--- config.mk ---
export PLATFORM = sky130hd
export DESIGN_NAME = i2c_slave_regfile_flat
export DESIGN_NICKNAME = d
export VERILOG_FILES = /design/src/rtl/i2c_slave_regfile_if.sv /design/src/rtl/i2c_slave_regfile.sv /design/src/flat_wrapper.sv
export SDC_FILE = /design/constraint.sdc
export NUM_CORES = 1
export LEC_CHECK = 0
export CAP_MARGIN = 10
export CELL_PAD_IN_SITES_DETAIL_PLACEMENT = 2
export CELL_PAD_IN_SITES_GLOBAL_PLACEMENT = 2
export CORE_UTILIZATION = 33
export CTS_BUF_LIST = sky130_fd_sc_hd__clkbuf_4 sky130_fd_sc_hd__clkbuf_8
export DETAILED_ROUTE_END_ITERATION = 8
export PLACE_DENSITY_LB_ADDON = 0.1
export REMOVE_ABC_BUFFERS = 1
export SLEW_MARGIN = 25
export SYNTH_ARGS = -nofsm -noshare
export SYNTH_HDL_FRONTEND = slang
export SYNTH_SLANG_ARGS = --single-unit
--- constraint.sdc ---
create_clock -name in_clk -period 2.1 [get_ports in_clk]
set_input_delay 0.21 -clock in_clk [delete_from_list [all_inputs] [get_ports in_clk]]
set_output_delay 0.21 -clock in_clk [all_outputs]
set_load 0.01 [all_outputs]
--- src/rtl/i2c_slave_regfile_if.sv ---
// Pin and register-port bundle for i2c_slave_regfile.
interface i2c_slave_regfile_if #(
  parameter int PTR_W = 8
);
  logic             in_scl;
  logic             in_sda;
  logic             out_sda_oe;
  logic             out_scl_oe;
  logic             out_wr_en;
  logic [PTR_W-1:0] out_wr_addr;
  logic [7:0]       out_wr_data;
  logic             out_rd_en;
  logic [PTR_W-1:0] out_rd_addr;
  logic [7:0]       in_rd_data;
  logic             in_busy;
  logic             out_active;

  modport slave (
    input  in_scl, in_sda, in_rd_data, in_busy,
    output out_sda_oe, out_scl_oe, out_wr_en, out_wr_addr, out_wr_data,
           out_rd_en, out_rd_addr, out_active
  );

  modport master (
    output in_scl, in_sda, in_rd_data, in_busy,
    input  out_sda_oe, out_scl_oe, out_wr_en, out_wr_addr, out_wr_data,
           out_rd_en, out_rd_addr, out_active
  );
endinterface

--- src/rtl/i2c_slave_regfile.sv ---
// Oversampled I2C slave with pointer-based byte register access.
// Optional clock stretching on ACK bits: define I2C_CLK_STRETCH_EN.
module i2c_slave_regfile #(
  parameter logic [6:0] I2C_ADDR    = 7'h50,
  parameter int         PTR_W       = 8,
  parameter int         NUM_REGS    = 256,
  parameter int         SYNC_STAGES = 2
) (
  input  logic               in_clk,
  input  logic               in_rst_n,
  i2c_slave_regfile_if.slave bus
);
  localparam logic [2:0] S_IDLE     = 3'd0;
  localparam logic [2:0] S_ADDR     = 3'd1;
  localparam logic [2:0] S_ADDR_ACK = 3'd2;
  localparam logic [2:0] S_WR_BYTE  = 3'd3;
  localparam logic [2:0] S_WR_ACK   = 3'd4;
  localparam logic [2:0] S_RD_BYTE  = 3'd5;
  localparam logic [2:0] S_RD_ACK   = 3'd6;

  // Sync chains reset high so an idle bus produces no edges out of reset.
  logic [SYNC_STAGES-1:0] scl_sync, sda_sync;
  logic scl_d, sda_d;
  always_ff @(posedge in_clk or negedge in_rst_n)
    if (!in_rst_n) begin
      scl_sync <= '1;
      sda_sync <= '1;
      scl_d    <= 1'b1;
      sda_d    <= 1'b1;
    end else begin
      scl_sync <= {scl_sync[SYNC_STAGES-2:0], bus.in_scl};
      sda_sync <= {sda_sync[SYNC_STAGES-2:0], bus.in_sda};
      scl_d    <= scl_sync[SYNC_STAGES-1];
      sda_d    <= sda_sync[SYNC_STAGES-1];
    end

  logic scl_s, sda_s, scl_rise, scl_fall, start_det, stop_det;
  assign scl_s     = scl_sync[SYNC_STAGES-1];
  assign sda_s     = sda_sync[SYNC_STAGES-1];
  assign scl_rise  = scl_s & ~scl_d;
  assign scl_fall  = ~scl_s & scl_d;
  assign start_det = ~sda_s & sda_d & scl_s;
  assign stop_det  = sda_s & ~sda_d & scl_s;

  logic [2:0]       state;
  logic [3:0]       bit_cnt;
  logic [7:0]       sr;
  logic             rw, ack_ph, first, rd_q;
  logic [PTR_W-1:0] ptr;
  logic             sda_oe, scl_oe, wr_en, rd_en, active;
  logic [PTR_W-1:0] wr_addr, rd_addr;
  logic [7:0]       wr_data;
  logic [7:0]       rx_byte;

  assign rx_byte = {sr[6:0], sda_s};

  function automatic logic [PTR_W-1:0] ptr_load(input logic [7:0] b);
    logic [31:0] v;
    v = {24'd0, b} & ((32'd1 << PTR_W) - 32'd1);
    return PTR_W'(v % NUM_REGS);
  endfunction

  function automatic logic [PTR_W-1:0] ptr_inc(input logic [PTR_W-1:0] p);
    return (p == PTR_W'(NUM_REGS - 1)) ? '0 : p + PTR_W'(1);
  endfunction

  always_ff @(posedge in_clk or negedge in_rst_n)
    if (!in_rst_n) begin
      state   <= S_IDLE;
      bit_cnt <= '0;
      sr      <= '0;
      rw      <= 1'b0;
      ack_ph  <= 1'b0;
      first   <= 1'b0;
      rd_q    <= 1'b0;
      ptr     <= '0;
      sda_oe  <= 1'b0;
      wr_en   <= 1'b0;
      rd_en   <= 1'b0;
      active  <= 1'b0;
      wr_addr <= '0;
      wr_data <= '0;
      rd_addr <= '0;
    end else begin
      wr_en <= 1'b0;
      rd_en <= 1'b0;
      // Host returns data the cycle after rd_en; capture it one cycle later still.
      rd_q  <= rd_en;
      if (rd_q) sr <= bus.in_rd_data;

      if (stop_det) begin
        state  <= S_IDLE;
        sda_oe <= 1'b0;
        active <= 1'b0;
      end else if (start_det) begin
        state   <= S_ADDR;
        bit_cnt <= '0;
        sda_oe  <= 1'b0;
        active  <= 1'b0;
      end else begin
        case (state)
          S_ADDR:
            if (scl_rise) begin
              sr      <= rx_byte;
              bit_cnt <= bit_cnt + 4'd1;
              if (bit_cnt == 4'd7) begin
                if (sr[6:0] == I2C_ADDR) begin
                  state  <= S_ADDR_ACK;
                  rw     <= sda_s;
                  ack_ph <= 1'b0;
                  first  <= 1'b1;
                  active <= 1'b1;
                  if (sda_s) begin
                    rd_en   <= 1'b1;
                    rd_addr <= ptr;
                  end
                end else begin
                  state <= S_IDLE;
                end
              end
            end
          S_ADDR_ACK, S_WR_ACK:
            if (scl_fall) begin
              if (!ack_ph) begin
                sda_oe <= 1'b1;
                ack_ph <= 1'b1;
              end else begin
                ack_ph  <= 1'b0;
                bit_cnt <= '0;
                if (state == S_ADDR_ACK && rw) begin
                  state  <= S_RD_BYTE;
                  sda_oe <= ~sr[7];
                end else begin
                  state  <= S_WR_BYTE;
                  sda_oe <= 1'b0;
                end
              end
            end
          S_WR_BYTE:
            if (scl_rise) begin
              sr      <= rx_byte;
              bit_cnt <= bit_cnt + 4'd1;
              if (bit_cnt == 4'd7) begin
                state  <= S_WR_ACK;
                ack_ph <= 1'b0;
                if (first) begin
                  first <= 1'b0;
                  ptr   <= ptr_load(rx_byte);
                end else begin
                  wr_en   <= 1'b1;
                  wr_addr <= ptr;
                  wr_data <= rx_byte;
                  ptr     <= ptr_inc(ptr);
                end
              end
            end
          S_RD_BYTE:
            if (scl_rise) begin
              bit_cnt <= bit_cnt + 4'd1;
            end else if (scl_fall) begin
              if (bit_cnt == 4'd8) begin
                state  <= S_RD_ACK;
                sda_oe <= 1'b0;
                ack_ph <= 1'b0;
                ptr    <= ptr_inc(ptr);
              end else begin
                sda_oe <= ~sr[6];
                sr     <= {sr[6:0], 1'b0};
              end
            end
          S_RD_ACK:
            if (scl_rise) begin
              if (!sda_s) begin
                ack_ph  <= 1'b1;
                rd_en   <= 1'b1;
                rd_addr <= ptr;
              end else begin
                state  <= S_IDLE;
                active <= 1'b0;
              end
            end else if (scl_fall && ack_ph) begin
              state   <= S_RD_BYTE;
              sda_oe  <= ~sr[7];
              bit_cnt <= '0;
              ack_ph  <= 1'b0;
            end
          default: state <= S_IDLE;
        endcase
      end
    end

`ifdef I2C_CLK_STRETCH_EN
  // ack_ph is only set on the second half of an ACK bit (or a master ACK).
  logic ack_end;
  assign ack_end = scl_fall & ~start_det & ~stop_det & ack_ph &
                   ((state == S_ADDR_ACK) | (state == S_WR_ACK) | (state == S_RD_ACK));
  always_ff @(posedge in_clk or negedge in_rst_n)
    if (!in_rst_n)
      scl_oe <= 1'b0;
    else if (scl_oe) begin
      if (!bus.in_busy) scl_oe <= 1'b0;
    end else if (ack_end && bus.in_busy)
      scl_oe <= 1'b1;
`else
  logic unused_busy;
  assign unused_busy = bus.in_busy;
  assign scl_oe      = 1'b0;
`endif

  assign bus.out_sda_oe  = sda_oe;
  assign bus.out_scl_oe  = scl_oe;
  assign bus.out_wr_en   = wr_en;
  assign bus.out_wr_addr = wr_addr;
  assign bus.out_wr_data = wr_data;
  assign bus.out_rd_en   = rd_en;
  assign bus.out_rd_addr = rd_addr;
  assign bus.out_active  = active;
endmodule

--- src/flat_wrapper.sv ---
// flat-port wrapper written by rule: the top's interface ports become plain ports
module i2c_slave_regfile_flat 
#(
  parameter logic [6:0] I2C_ADDR    = 7'h50,
  parameter int         PTR_W       = 8,
  parameter int         NUM_REGS    = 256,
  parameter int         SYNC_STAGES = 2
)
  (in_clk, in_rst_n, bus_in_scl, bus_in_sda, bus_in_rd_data, bus_in_busy, bus_out_sda_oe, bus_out_scl_oe, bus_out_wr_en, bus_out_wr_addr, bus_out_wr_data, bus_out_rd_en, bus_out_rd_addr, bus_out_active);
  i2c_slave_regfile_if #(.PTR_W(PTR_W)) bus_i ();
  input  logic in_clk;
  input  logic in_rst_n;
  input wire logic [$bits(bus_i.in_scl)-1:0] bus_in_scl;
  input wire logic [$bits(bus_i.in_sda)-1:0] bus_in_sda;
  input wire logic [$bits(bus_i.in_rd_data)-1:0] bus_in_rd_data;
  input wire logic [$bits(bus_i.in_busy)-1:0] bus_in_busy;
  output wire logic [$bits(bus_i.out_sda_oe)-1:0] bus_out_sda_oe;
  output wire logic [$bits(bus_i.out_scl_oe)-1:0] bus_out_scl_oe;
  output wire logic [$bits(bus_i.out_wr_en)-1:0] bus_out_wr_en;
  output wire logic [$bits(bus_i.out_wr_addr)-1:0] bus_out_wr_addr;
  output wire logic [$bits(bus_i.out_wr_data)-1:0] bus_out_wr_data;
  output wire logic [$bits(bus_i.out_rd_en)-1:0] bus_out_rd_en;
  output wire logic [$bits(bus_i.out_rd_addr)-1:0] bus_out_rd_addr;
  output wire logic [$bits(bus_i.out_active)-1:0] bus_out_active;
  assign bus_i.in_scl = bus_in_scl;
  assign bus_i.in_sda = bus_in_sda;
  assign bus_i.in_rd_data = bus_in_rd_data;
  assign bus_i.in_busy = bus_in_busy;
  assign bus_out_sda_oe = bus_i.out_sda_oe;
  assign bus_out_scl_oe = bus_i.out_scl_oe;
  assign bus_out_wr_en = bus_i.out_wr_en;
  assign bus_out_wr_addr = bus_i.out_wr_addr;
  assign bus_out_wr_data = bus_i.out_wr_data;
  assign bus_out_rd_en = bus_i.out_rd_en;
  assign bus_out_rd_addr = bus_i.out_rd_addr;
  assign bus_out_active = bus_i.out_active;
  i2c_slave_regfile #(.I2C_ADDR(I2C_ADDR), .PTR_W(PTR_W), .NUM_REGS(NUM_REGS), .SYNC_STAGES(SYNC_STAGES)) u_core (.in_clk(in_clk), .in_rst_n(in_rst_n), .bus(bus_i));
endmodule
==> results.sh, run 1 <==
export IMPL_run_status="finished clean"
export IMPL_cts_buffers=9
export IMPL_grt_max_degree=62
export IMPL_hp_start="bus_in_sda"
export IMPL_ys_seq_area_share_pct=49.46
export IMPL_cp_end_kind="flop"
export IMPL_synth_area_leader_cell="dfrtp_1"
export IMPL_dr_pass1_iters=4
export IMPL_reg2reg_slack_ns=0.05
export IMPL_coreArea_mm2=0.009153
export IMPL_tns_ns=0
export IMPL_slew_viol_final=0
export IMPL_io_buffers=39
export IMPL_wl_met2_um=4424
export IMPL_drt_first_iter_violations=77
export IMPL_grt_total_usage_pct=19.64
export IMPL_initial_core_util_pct=33.89
export IMPL_cts_tree="yes"
export IMPL_max_vdd_ir_drop_mv=0.4188
export IMPL_cts_root_buf="clkbuf_8"
export IMPL_dp_hpwl_um=6319
export IMPL_finalWorstSetupSlack_ns=0.04679
export IMPL_yosysMostFrequentCell="dfrtp_1"
export IMPL_ys_ff_latch=61
export IMPL_multi_input_area_mm2=0.001504
export IMPL_min_period_ns=2.053
export IMPL_routed_via_density=5.202
export IMPL_die_area_mm2=0.009791
export IMPL_fp_dieH_um=98.95
export IMPL_wl_per_cell_um=18.98
export IMPL_chipWidth_um=98.95
export IMPL_ys_warnings_count=0
export IMPL_arrival_ns=2.28
export IMPL_fin_skew_ns=0.01177
export IMPL_synthTopCellsByArea="dfrtp_1 44%, mux2_2 10%, dfstp_2 5.1%"
export IMPL_path_class="flop to flop"
export IMPL_dp_slack_ns=0.01043
export IMPL_htreeDepth=3
export IMPL_grt_pass1_wl_um=14670
export IMPL_drc=0
export IMPL_syn_inst=285
export IMPL_rr_startpoint="u_core.scl_d"
export IMPL_synth_top_area_share_pct=44.37
export IMPL_clk_latency_ns=0.34
export IMPL_drive_gt1_share_pct=31.75
export IMPL_cap_violations=0
export IMPL_min_to="u_core.sda_sync[0]"
export IMPL_period_share_pct=97.77
export IMPL_power_leakage_nw=1.875
export IMPL_power_density_mw_per_mm2=907.7
export IMPL_holdWs_ns=0.2662
export IMPL_vias=2544
export IMPL_r2r_cells=5
export IMPL_dr_wl_met3_um=214
export IMPL_cp_max_fo=5
export IMPL_fmax_mhz=487.0
export IMPL_power_total_mw=3.884
export IMPL_wl_met1_um=4561
export IMPL_synthTopCellsByCount="55 x dfrtp_1, 28 x mux2_2, 18 x nand2_1, 18 x nor2_1, 18 x o21ai_0"
export IMPL_routed_wl_um=9282
export IMPL_synth_edf_count=0
export IMPL_ios=42
export IMPL_nets=389
export IMPL_grt_overflow=0
export IMPL_num_rows=35
export IMPL_hold_class="input pin to flop"
export IMPL_syn_avg_cell_area_um2=10.88
export IMPL_r2r_end="u_core.ack_ph"
export IMPL_gp_congestion=0.7306
export IMPL_grt_pass1_vias=2746
export IMPL_whs_path_depth=1
export IMPL_ant_nets=0
export IMPL_diodes=0
export IMPL_utilization_pct=46.75
export IMPL_cts_buffer_depth=2
export IMPL_syn_to_final_growth_pct=37.96
export IMPL_cp_data_required_time_ns=2.33
export IMPL_antenna_found_initial=0
export IMPL_seq_area_mm2=0.001536
export IMPL_cp_start_kind="flop"
export IMPL_clk_pin_slew_worst_paths_ns=0.08
export IMPL_nFillCells=936
export IMPL_syn_cell_area_mm2=0.003102
export IMPL_final_hold_violation_count=0
export IMPL_finalSetupViolCount=0
export IMPL_synth_ff_type="dfrtp_1"
export IMPL_synth_cell_types=55
export IMPL_async_reset_ff_share_pct=100.0
export IMPL_clock_sinks=61
export IMPL_dr_max_layer_used="met4"
## cells in the final DEF (no fill, tap or decap), types with 4 or more instances in the layout
master	synthesis	routed
o21ai_0	18	16
clkdlybuf4s50_1	0	38
mux2i_1	10	10
a22oi_1	4	4
nand2b_1	5	5
nand3_1	6	6
buf_4	1	45
nand3b_1	5	5
nor2_1	18	18
mux2_2	28	18
a21oi_1	10	10
nor3_1	5	5
buf_12	0	5
mux2_4	0	10
a31oi_1	6	6
nand2_1	18	18
dfrtp_1	55	53
dfstp_2	6	6
and2_1	7	6
o22ai_1	5	5
inv_1	9	9
nor3b_1	5	4
clkbuf_8	0	10
## layout make-up
class	instances	area share [%]
clock inverters	6	1.637
flip-flops and latches	61	35.91
repair buffers	91	20.06
well taps	111	3.246
inverters	9	0.7895
multi-input cells	201	35.15
clock buffers	10	3.216
## flip-flops by register name, summed over array words and instances, names as in the netlist
signal,count
u_core.bus.out_wr_en,1
u_core.sda_d,1
u_core.bus.out_wr_data,8
u_core.sda_sync,2
u_core.sr,8
u_core.bit_cnt,4
u_core.rd_q,1
u_core.bus.out_rd_addr,8
u_core.bus.out_active,1
u_core.state,3
u_core.rw,1
u_core.bus.out_sda_oe,1
u_core.scl_d,1
u_core.ack_ph,1
u_core.bus.out_wr_addr,8
u_core.ptr,8
u_core.scl_sync,2
u_core.first,1
u_core.bus.out_rd_en,1
## worst max path at each step
stage                       start                         to  slack [ns]
5_1_grt        u_core.scl_sync[1]  u_core.bus.out_wr_data[7]       -0.04
2_1_floorplan     u_core.state[2]  u_core.bus.out_wr_addr[0]       -0.11
3_3_place_gp   u_core.scl_sync[1]  u_core.bus.out_wr_addr[4]        0.08
4_1_cts           u_core.state[1]  u_core.bus.out_rd_addr[6]      0.0001
3_5_place_dp   u_core.scl_sync[1]  u_core.bus.out_wr_data[5]        0.01
6_report             u_core.scl_d              u_core.ack_ph        0.05
## stage by stage
stage / instance area, um2 / instances
after floorplan: 3019 / 271
after global placement: 3899 / 460
after detailed placement: 3899 / 460
after CTS: 4121 / 477
after global routing: 4279 / 489
final: 4279 / 489
## report_power, final
part	switching, mW	total (mW)	internal [mW]
registers	0.162	1.49	1.33
clock network	0.514	1.11	0.591
logic	0.659	1.29	0.628
## logic make-up after synthesis
family / count (synthesis) / share of synthesized area (%)
AOI/OAI and AO/OA: 69 / 14.97
xor gates and xnor gates: 2 / 0.5648
adders and majority gates: 3 / 1.210
buffers and inverters: 23 / 3.751
DFF: 61 / 49.46
muxes: 38 / 13.39
other: 1 / 0.1209
and+or+nand+nor: 88 / 16.54
## metal layers
layer | up-vias | track usage, %
li1 | 1221 | -
met1 | 1281 | 27.35
met2 | 36 | 30.98
met3 | 6 | 3.972
met4 | 0 | 5.511
met5 | - | 0
## worst max-delay path: stages, from the launching register on
cell and delay [ns]:
dfstp_2 0.58, and2b_2 0.25, a21o_1 0.19, a31o_2 0.24
nor4_1 0.30, mux2_2 0.38
## repair_timing
item / in CTS / in global routing
hold endpoints to repair: 55 / 0
buffers inserted: 0 / 11
endpoints found under the setup margin: 10 / 31
resized for setup: 1 / 17
hold buffers: 1 / 0
pin swaps: 0 / 2
gates cloned: 0 / 1
No activity file was read; power rests on OpenSTA's default activity.
==> run 2, diff against run 1 <==
--- a/config.mk
+++ b/config.mk
@@ -5,10 +5,11 @@
 export SDC_FILE = /design/constraint.sdc
 export NUM_CORES = 1
 export LEC_CHECK = 0
+export ABC_AREA = 1
 export CAP_MARGIN = 10
 export CELL_PAD_IN_SITES_DETAIL_PLACEMENT = 2
 export CELL_PAD_IN_SITES_GLOBAL_PLACEMENT = 2
-export CORE_UTILIZATION = 33
+export CORE_UTILIZATION = 30
 export CTS_BUF_LIST = sky130_fd_sc_hd__clkbuf_4 sky130_fd_sc_hd__clkbuf_8
 export DETAILED_ROUTE_END_ITERATION = 8
 export PLACE_DENSITY_LB_ADDON = 0.1
==> constraint.sdc (replaced) <==
create_clock -name in_clk -period 2.1 [get_ports in_clk]
set_input_delay 0.315 -clock in_clk [delete_from_list [all_inputs] [get_ports in_clk]]
set_output_delay 0.315 -clock in_clk [all_outputs]
set_load 0.01 [all_outputs]
==> run 2 against run 1 <==
- synthesized cell count rose by 51%
- combinational power shrank 32%
- design area decreased by 4.2%
- flip-flop and latch count unchanged
- register-to-register slack gained 0.18 ns
- area after synthesis up 6.6%
- final cell count is 27% higher
- utilization down 7.7 points
- sequential power down 3%
- total power is 11% lower
- wire length increased by 6.1%
- critical endpoint is now u_core.ptr[1]
==> results.sh, run 2 <==
export IMPL_run_status="finished clean"
export IMPL_drc=0
export IMPL_ys_warnings_count=0
export IMPL_cp_end_kind="flop"
export IMPL_syn_inst=431
export IMPL_num_rows=37
export IMPL_synth_xor_area_share_pct=0.5297
export IMPL_muxShareOfSynthArea_pct=0.3405
export IMPL_syn_avg_cell_area_um2=7.673
export IMPL_cpMostUsedCell="nand2_1"
export IMPL_max_vdd_ir_drop_mv=0.3656
export IMPL_initial_core_util_pct=31.47
export IMPL_utilization_pct=39.03
export IMPL_ios=42
export IMPL_crit_slowest_cell="dfrtp_1"
export IMPL_gp_congestion=0.8012
export IMPL_rsz0062_at_grt="no"
export IMPL_place_area_mm2=0.003846
export IMPL_dp_slack_ns=0.2073
export IMPL_cts_tree="yes"
export IMPL_ys_ff_latch=61
export IMPL_critPathMaxStageDelay_ns=0.43
export IMPL_coreArea_mm2=0.01051
export IMPL_hold_class="flop to flop"
export IMPL_cap_violations=0
export IMPL_dr_pass1_iters=4
export IMPL_clock_sinks=61
export IMPL_drt_first_iter_violations=38
export IMPL_ctsResizeCount=0
export IMPL_die_area_mm2=0.01145
export IMPL_dp_hpwl_um=7457
export IMPL_cp_start_kind="flop"
export IMPL_grt_pass1_wl_um=16820
export IMPL_fin_skew_ns=0.01251
export IMPL_synth_compound_area_share_pct=9.156
export IMPL_arrival_ns=2.12
export IMPL_grt_total_usage_pct=19.11
export IMPL_tns_ns=0
export IMPL_chipWidth_um=107.0
export IMPL_routed_wl_um=9851
export IMPL_ant_nets=0
export IMPL_syn_to_final_growth_pct=24.03
export IMPL_antenna_found_initial=0
export IMPL_multi_input_area_mm2=0.001516
export IMPL_synth_edf_count=0
export IMPL_power_density_mw_per_mm2=844.3
export IMPL_finalSetupViolCount=0
export IMPL_synth_ff_type="dfrtp_1"
export IMPL_synthSimpleGateAreaFrac_pct=34.58
export IMPL_ys_seq_area_share_pct=46.39
export IMPL_routed_via_density=4.800
export IMPL_nFillCells=1220
export IMPL_synth_area_leader_cell="dfrtp_1"
export IMPL_final_hold_violation_count=0
export IMPL_wl_per_cell_um=15.86
export IMPL_seq_area_mm2=0.001534
export IMPL_min_period_ns=1.870
export IMPL_nets=496
export IMPL_cts_buffer_depth=2
export IMPL_fmax_mhz=534.8
export IMPL_crit_buf_inv=1
export IMPL_clk_pin_slew_worst_paths_ns=0.08
export IMPL_fp_dieH_um=107.0
export IMPL_grt_max_degree=62
export IMPL_path_delay_family="simple AND/OR/NAND/NOR gates"
export IMPL_slew_viol_final=0
export IMPL_cp_data_required_time_ns=2.35
export IMPL_htreeDepth=3
export IMPL_io_buffers=39
export IMPL_synthAdderAreaFrac_pct=1.135
export IMPL_period_share_pct=89.04
export IMPL_synthTopCellsByCount="144 x nand2_1, 55 x dfrtp_1, 40 x o21ai_0"
export IMPL_vias=2981
export IMPL_synth_top_family_by_area="simple AND/OR/NAND/NOR gates"
export IMPL_yosysMostFrequentCell="nand2_1"
export IMPL_cts_root_buf="clkbuf_8"
export IMPL_synth_cell_types=33
export IMPL_postLayoutCellArea_mm2=0.004101
export IMPL_cts_buffers=9
export IMPL_path_cells="ha_1, nand2_1, nor2_1, nand2_2, nand2_1, nand2_4, nor2_4, buf_4, nand2_1, o21ai_0"
export IMPL_grt_overflow=0
export IMPL_power_leakage_nw=1.965
export IMPL_async_reset_ff_share_pct=100.0
export IMPL_layout_commonest_cell="nand2_1"
export IMPL_synth_top_area_share_pct=41.62
export IMPL_final_cell_mix="144 x nand2_1, 55 x dfrtp_1, 40 x o21ai_0"
export IMPL_path_class="flop to flop"
export IMPL_clk_latency_ns=0.34
export IMPL_finalWorstSetupSlack_ns=0.2302
export IMPL_diodes=0
export IMPL_grt_pass1_vias=3240
export IMPL_syn_cell_area_mm2=0.003307
export IMPL_cp_max_fo=11
export IMPL_synthTopCellsByArea="dfrtp_1 42%, nand2_1 16%, o21ai_0 6.1%"
export IMPL_drive_gt1_share_pct=12.58
-- run 2: where the power goes --
group	total, mW	switching, mW	internal [mW]
Sequential	1.44	0.135	1.31
Clock	1.14	0.482	0.658
Combinational	0.883	0.617	0.266
Total	3.46	1.23	2.23
-- run 2: worst reg2reg max path, stage by stage, from the launching register on --
cell and delay [ns]:
dfrtp_1 0.43, ha_1 0.23, nand2_1 0.06, nor2_1 0.19, nand2_2 0.11, nand2_1 0.13
nand2_4 0.07, nor2_4 0.24, buf_4 0.18, nand2_1 0.05, o21ai_0 0.08
-- run 2: final cells by class --
cell class / count / area share [%]
clock buffers: 13 / 4.210
clock inverters: 3 / 1.037
inverters: 46 / 4.332
multi-input cells: 313 / 36.97
flip-flops and latches: 61 / 37.40
well taps: 136 / 4.149
repair buffers: 49 / 11.90
-- run 2: layer usage --
metal / vias to the layer above / wire [um] / GRT usage, %
met1: 1458 / 4494 / 24.35
li1: 1475 / - / -
met5: - / 0 / 0
met3: 8 / 214 / 3.465
met2: 40 / 5033 / 33.09
met4: 0 / 108 / 5.186
-- run 2: logic make-up after synthesis --
family,count (synthesis)
fa+ha+maj,3
xor+xnor,2
flops,61
buf+inv,57
compound gates,59
other cells,1
mux,1
simple gates,247
-- run 2: final timing paths --
kind | from | to | slack (ns) | depth (start not counted)
max | u_core.bit_cnt[1] | u_core.ptr[1] | 0.23 | 10
min in group asynchronous | in_rst_n | u_core.bus.out_wr_addr[5] | 0.51 | 3
min | u_core.scl_sync[0] | u_core.scl_sync[1] | 0.36 | 0
max reg2reg | u_core.bit_cnt[1] | u_core.ptr[1] | 0.23 | 10
max in group asynchronous | in_rst_n | u_core.scl_d | 1.25 | 3
min reg2reg | u_core.scl_sync[0] | u_core.scl_sync[1] | 0.36 | 0
-- run 2: metrics by stage --
| step | instances | hold slack (ns) | power, mW |
|---|---|---|---|
| floorplan | 420 | 0.01941 | 2.008 |
| finish | 621 | 0.3553 | 3.463 |
| global route | 621 | 0.3590 | 3.703 |
| detailed placement | 600 | 0.3484 | 2.353 |
| CTS | 617 | 0.3566 | 3.524 |
| global placement | 600 | 0.3453 | 2.302 |
-- run 2: repair_timing --
item	4_1_cts	5_1_grt
setup buffers	0	4
hold endpoints to repair	25	0
hold buffers	1	0
endpoints found under the setup margin	0	5
==> run 3, diff against run 2 <==
--- a/config.mk
+++ b/config.mk
@@ -5,13 +5,13 @@
 export SDC_FILE = /design/constraint.sdc
 export NUM_CORES = 1
 export LEC_CHECK = 0
-export ABC_AREA = 1
 export CAP_MARGIN = 10
 export CELL_PAD_IN_SITES_DETAIL_PLACEMENT = 2
 export CELL_PAD_IN_SITES_GLOBAL_PLACEMENT = 2
-export CORE_UTILIZATION = 30
+export CORE_UTILIZATION = 33
 export CTS_BUF_LIST = sky130_fd_sc_hd__clkbuf_4 sky130_fd_sc_hd__clkbuf_8
 export DETAILED_ROUTE_END_ITERATION = 8
+export GPL_TIMING_DRIVEN = 0
 export PLACE_DENSITY_LB_ADDON = 0.1
 export REMOVE_ABC_BUFFERS = 1
 export SLEW_MARGIN = 25
==> run 3 against run 2 <==
- die area shrank 14%
- critical path depth shrank 4
- largest power group unchanged
- critical endpoint is now u_core.bus.out_rd_addr[3]
- fmax shrank 8.4%
==> results.sh, run 3 (synthesis results as in run 1) <==
export IMPL_run_status="finished clean"
export IMPL_cp_data_required_time_ns=2.34
export IMPL_grt_total_usage_pct=19.04
export IMPL_cts_buffers=9
export IMPL_layout_commonest_cell="dfrtp_1"
export IMPL_cp_max_fo=9
export IMPL_power_leakage_nw=1.742
export IMPL_dp_slack_ns=-0.7653
export IMPL_holdWs_ns=0.3617
export IMPL_ios=42
export IMPL_tns_ns=0
export IMPL_grt_pass1_wl_um=14100
export IMPL_path_cells="nor4b_4, and2_4, a21oi_2, nor4b_4, buf_12, mux2_2"
export IMPL_finalSetupViolCount=0
export IMPL_dp_hpwl_um=5619
export IMPL_antenna_found_initial=0
export IMPL_critPathMaxStageDelay_ns=0.48
export IMPL_layout_cells_non_filler=462
export IMPL_grt_overflow=0
export IMPL_fmax_mhz=490.1
export IMPL_multi_input_area_mm2=0.001506
export IMPL_grt_max_degree=48
export IMPL_coreArea_mm2=0.009153
export IMPL_cap_violations=0
export IMPL_path_class="flop to flop"
export IMPL_ant_nets=0
export IMPL_seq_area_mm2=0.001543
export IMPL_period_share_pct=97.16
export IMPL_drive_gt1_share_pct=28.49
export IMPL_fp_dieH_um=98.95
export IMPL_p_int_mw=2.538
export IMPL_crit_slowest_cell="dfrtp_1"
export IMPL_min_period_ns=2.040
export IMPL_p_sw_share_pct=33.95
export IMPL_clk_latency_ns=0.36
export IMPL_io_buffers=39
export IMPL_drc=0
export IMPL_place_area_mm2=0.003586
export IMPL_comb_power_share_pct=26.0
export IMPL_drt_first_iter_violations=97
export IMPL_nFillCells=938
export IMPL_cp_start_kind="flop"
export IMPL_path_delay_family="simple AND/OR/NAND/NOR gates"
export IMPL_clockPowerShare_pct=31.9
export IMPL_syn_to_final_growth_pct=31.71
export IMPL_routed_wl_um=8935
export IMPL_p_sw_mw=1.305
export IMPL_finalWorstSetupSlack_ns=0.05964
export IMPL_grt_pass1_vias=2648
export IMPL_clock_sinks=61
export IMPL_power_density_mw_per_mm2=940.6
export IMPL_gp_congestion=0.7424
export IMPL_final_hold_violation_count=0
export IMPL_cp_end_kind="flop"
export IMPL_placedCellCount=423
export IMPL_max_vdd_ir_drop_mv=0.3095
export IMPL_cts_buffer_depth=2
export IMPL_cts_root_buf="clkbuf_8"
export IMPL_cts_tree="yes"
export IMPL_die_area_mm2=0.009791
export IMPL_hold_class="flop to flop"
export IMPL_nets=362
export IMPL_routed_via_density=5.422
export IMPL_slew_viol_final=0
export IMPL_diodes=0
export IMPL_reg2reg_slack_ns=0.06
export IMPL_initial_core_util_pct=33.89
export IMPL_chipWidth_um=98.95
export IMPL_crit_buf_inv=1
export IMPL_clk_pin_slew_worst_paths_ns=0.07
export IMPL_fin_skew_ns=0.009684
export IMPL_postLayoutCellArea_mm2=0.004085
export IMPL_arrival_ns=2.28
export IMPL_vias=2505
export IMPL_final_cell_mix="52 x dfrtp_1, 38 x clkdlybuf4s50_1, 28 x mux2_2"
export IMPL_htreeDepth=3
export IMPL_cpMostUsedCell="nor4b_4"
export IMPL_seqPwrFrac_pct=42.1
export IMPL_utilization_pct=44.63
export IMPL_power_total_mw=3.842
export IMPL_dr_pass1_iters=4
export IMPL_wl_per_cell_um=19.34
export IMPL_num_rows=35
run 3: changes by cell type in the layout (fill, tap and decap cells not counted), sizes merged, moves of 15 or more:
cell / delta
nand2: -133
inv: -36
o21ai: -32
nand3: -28
mux2: +27
nor2: -26
buf: +15
run 3: metal layers:
metal	part of all wire [%]	global-route usage, %
met1	50	26.62
met2	45	28.73
met3	3.5	4.255
met4	1.4	7.233
met5	0	0
run 3: worst paths after layout:
path / to / startpoint / depth (start not counted)
max: u_core.bus.out_rd_addr[3] / u_core.sr[0] / 6
min: u_core.scl_sync[1] / u_core.scl_sync[0] / 0
max reg2reg: u_core.bus.out_rd_addr[3] / u_core.sr[0] / 6
min reg2reg: u_core.scl_sync[1] / u_core.scl_sync[0] / 0
max in group asynchronous: u_core.scl_sync[1] / in_rst_n / 3
min in group asynchronous: u_core.state[2] / in_rst_n / 2
run 3: final cells by class:
| class | instances | area share [%] |
|---|---|---|
| flip-flops and latches | 61 | 37.76 |
| multi-input cells | 201 | 36.88 |
| repair buffers | 64 | 15.56 |
| clock buffers | 11 | 3.553 |
| well taps | 111 | 3.400 |
| clock inverters | 5 | 2.021 |
| inverters | 9 | 0.8270 |
run 3: timing repair:
action                                  CTS  global route
endpoints found under the hold margin    11             0
endpoints found under the setup margin   39            29
resized for setup                         8            10
setup buffers                             8            14
pin swaps                                 3             5
hold buffers                              1             0
run 3: power by group through the flow:
stage | combinational, mW | sequential (mW) | clock [mW]
finish | 0.997 | 1.62 | 1.23
global placement | 0.755 | 1.67 | 0
CTS | 0.845 | 1.64 | 1.25
floorplan | 0.573 | 1.55 | 0
detailed placement | 0.787 | 1.67 | 0
global route | 1.10 | 1.65 | 1.30
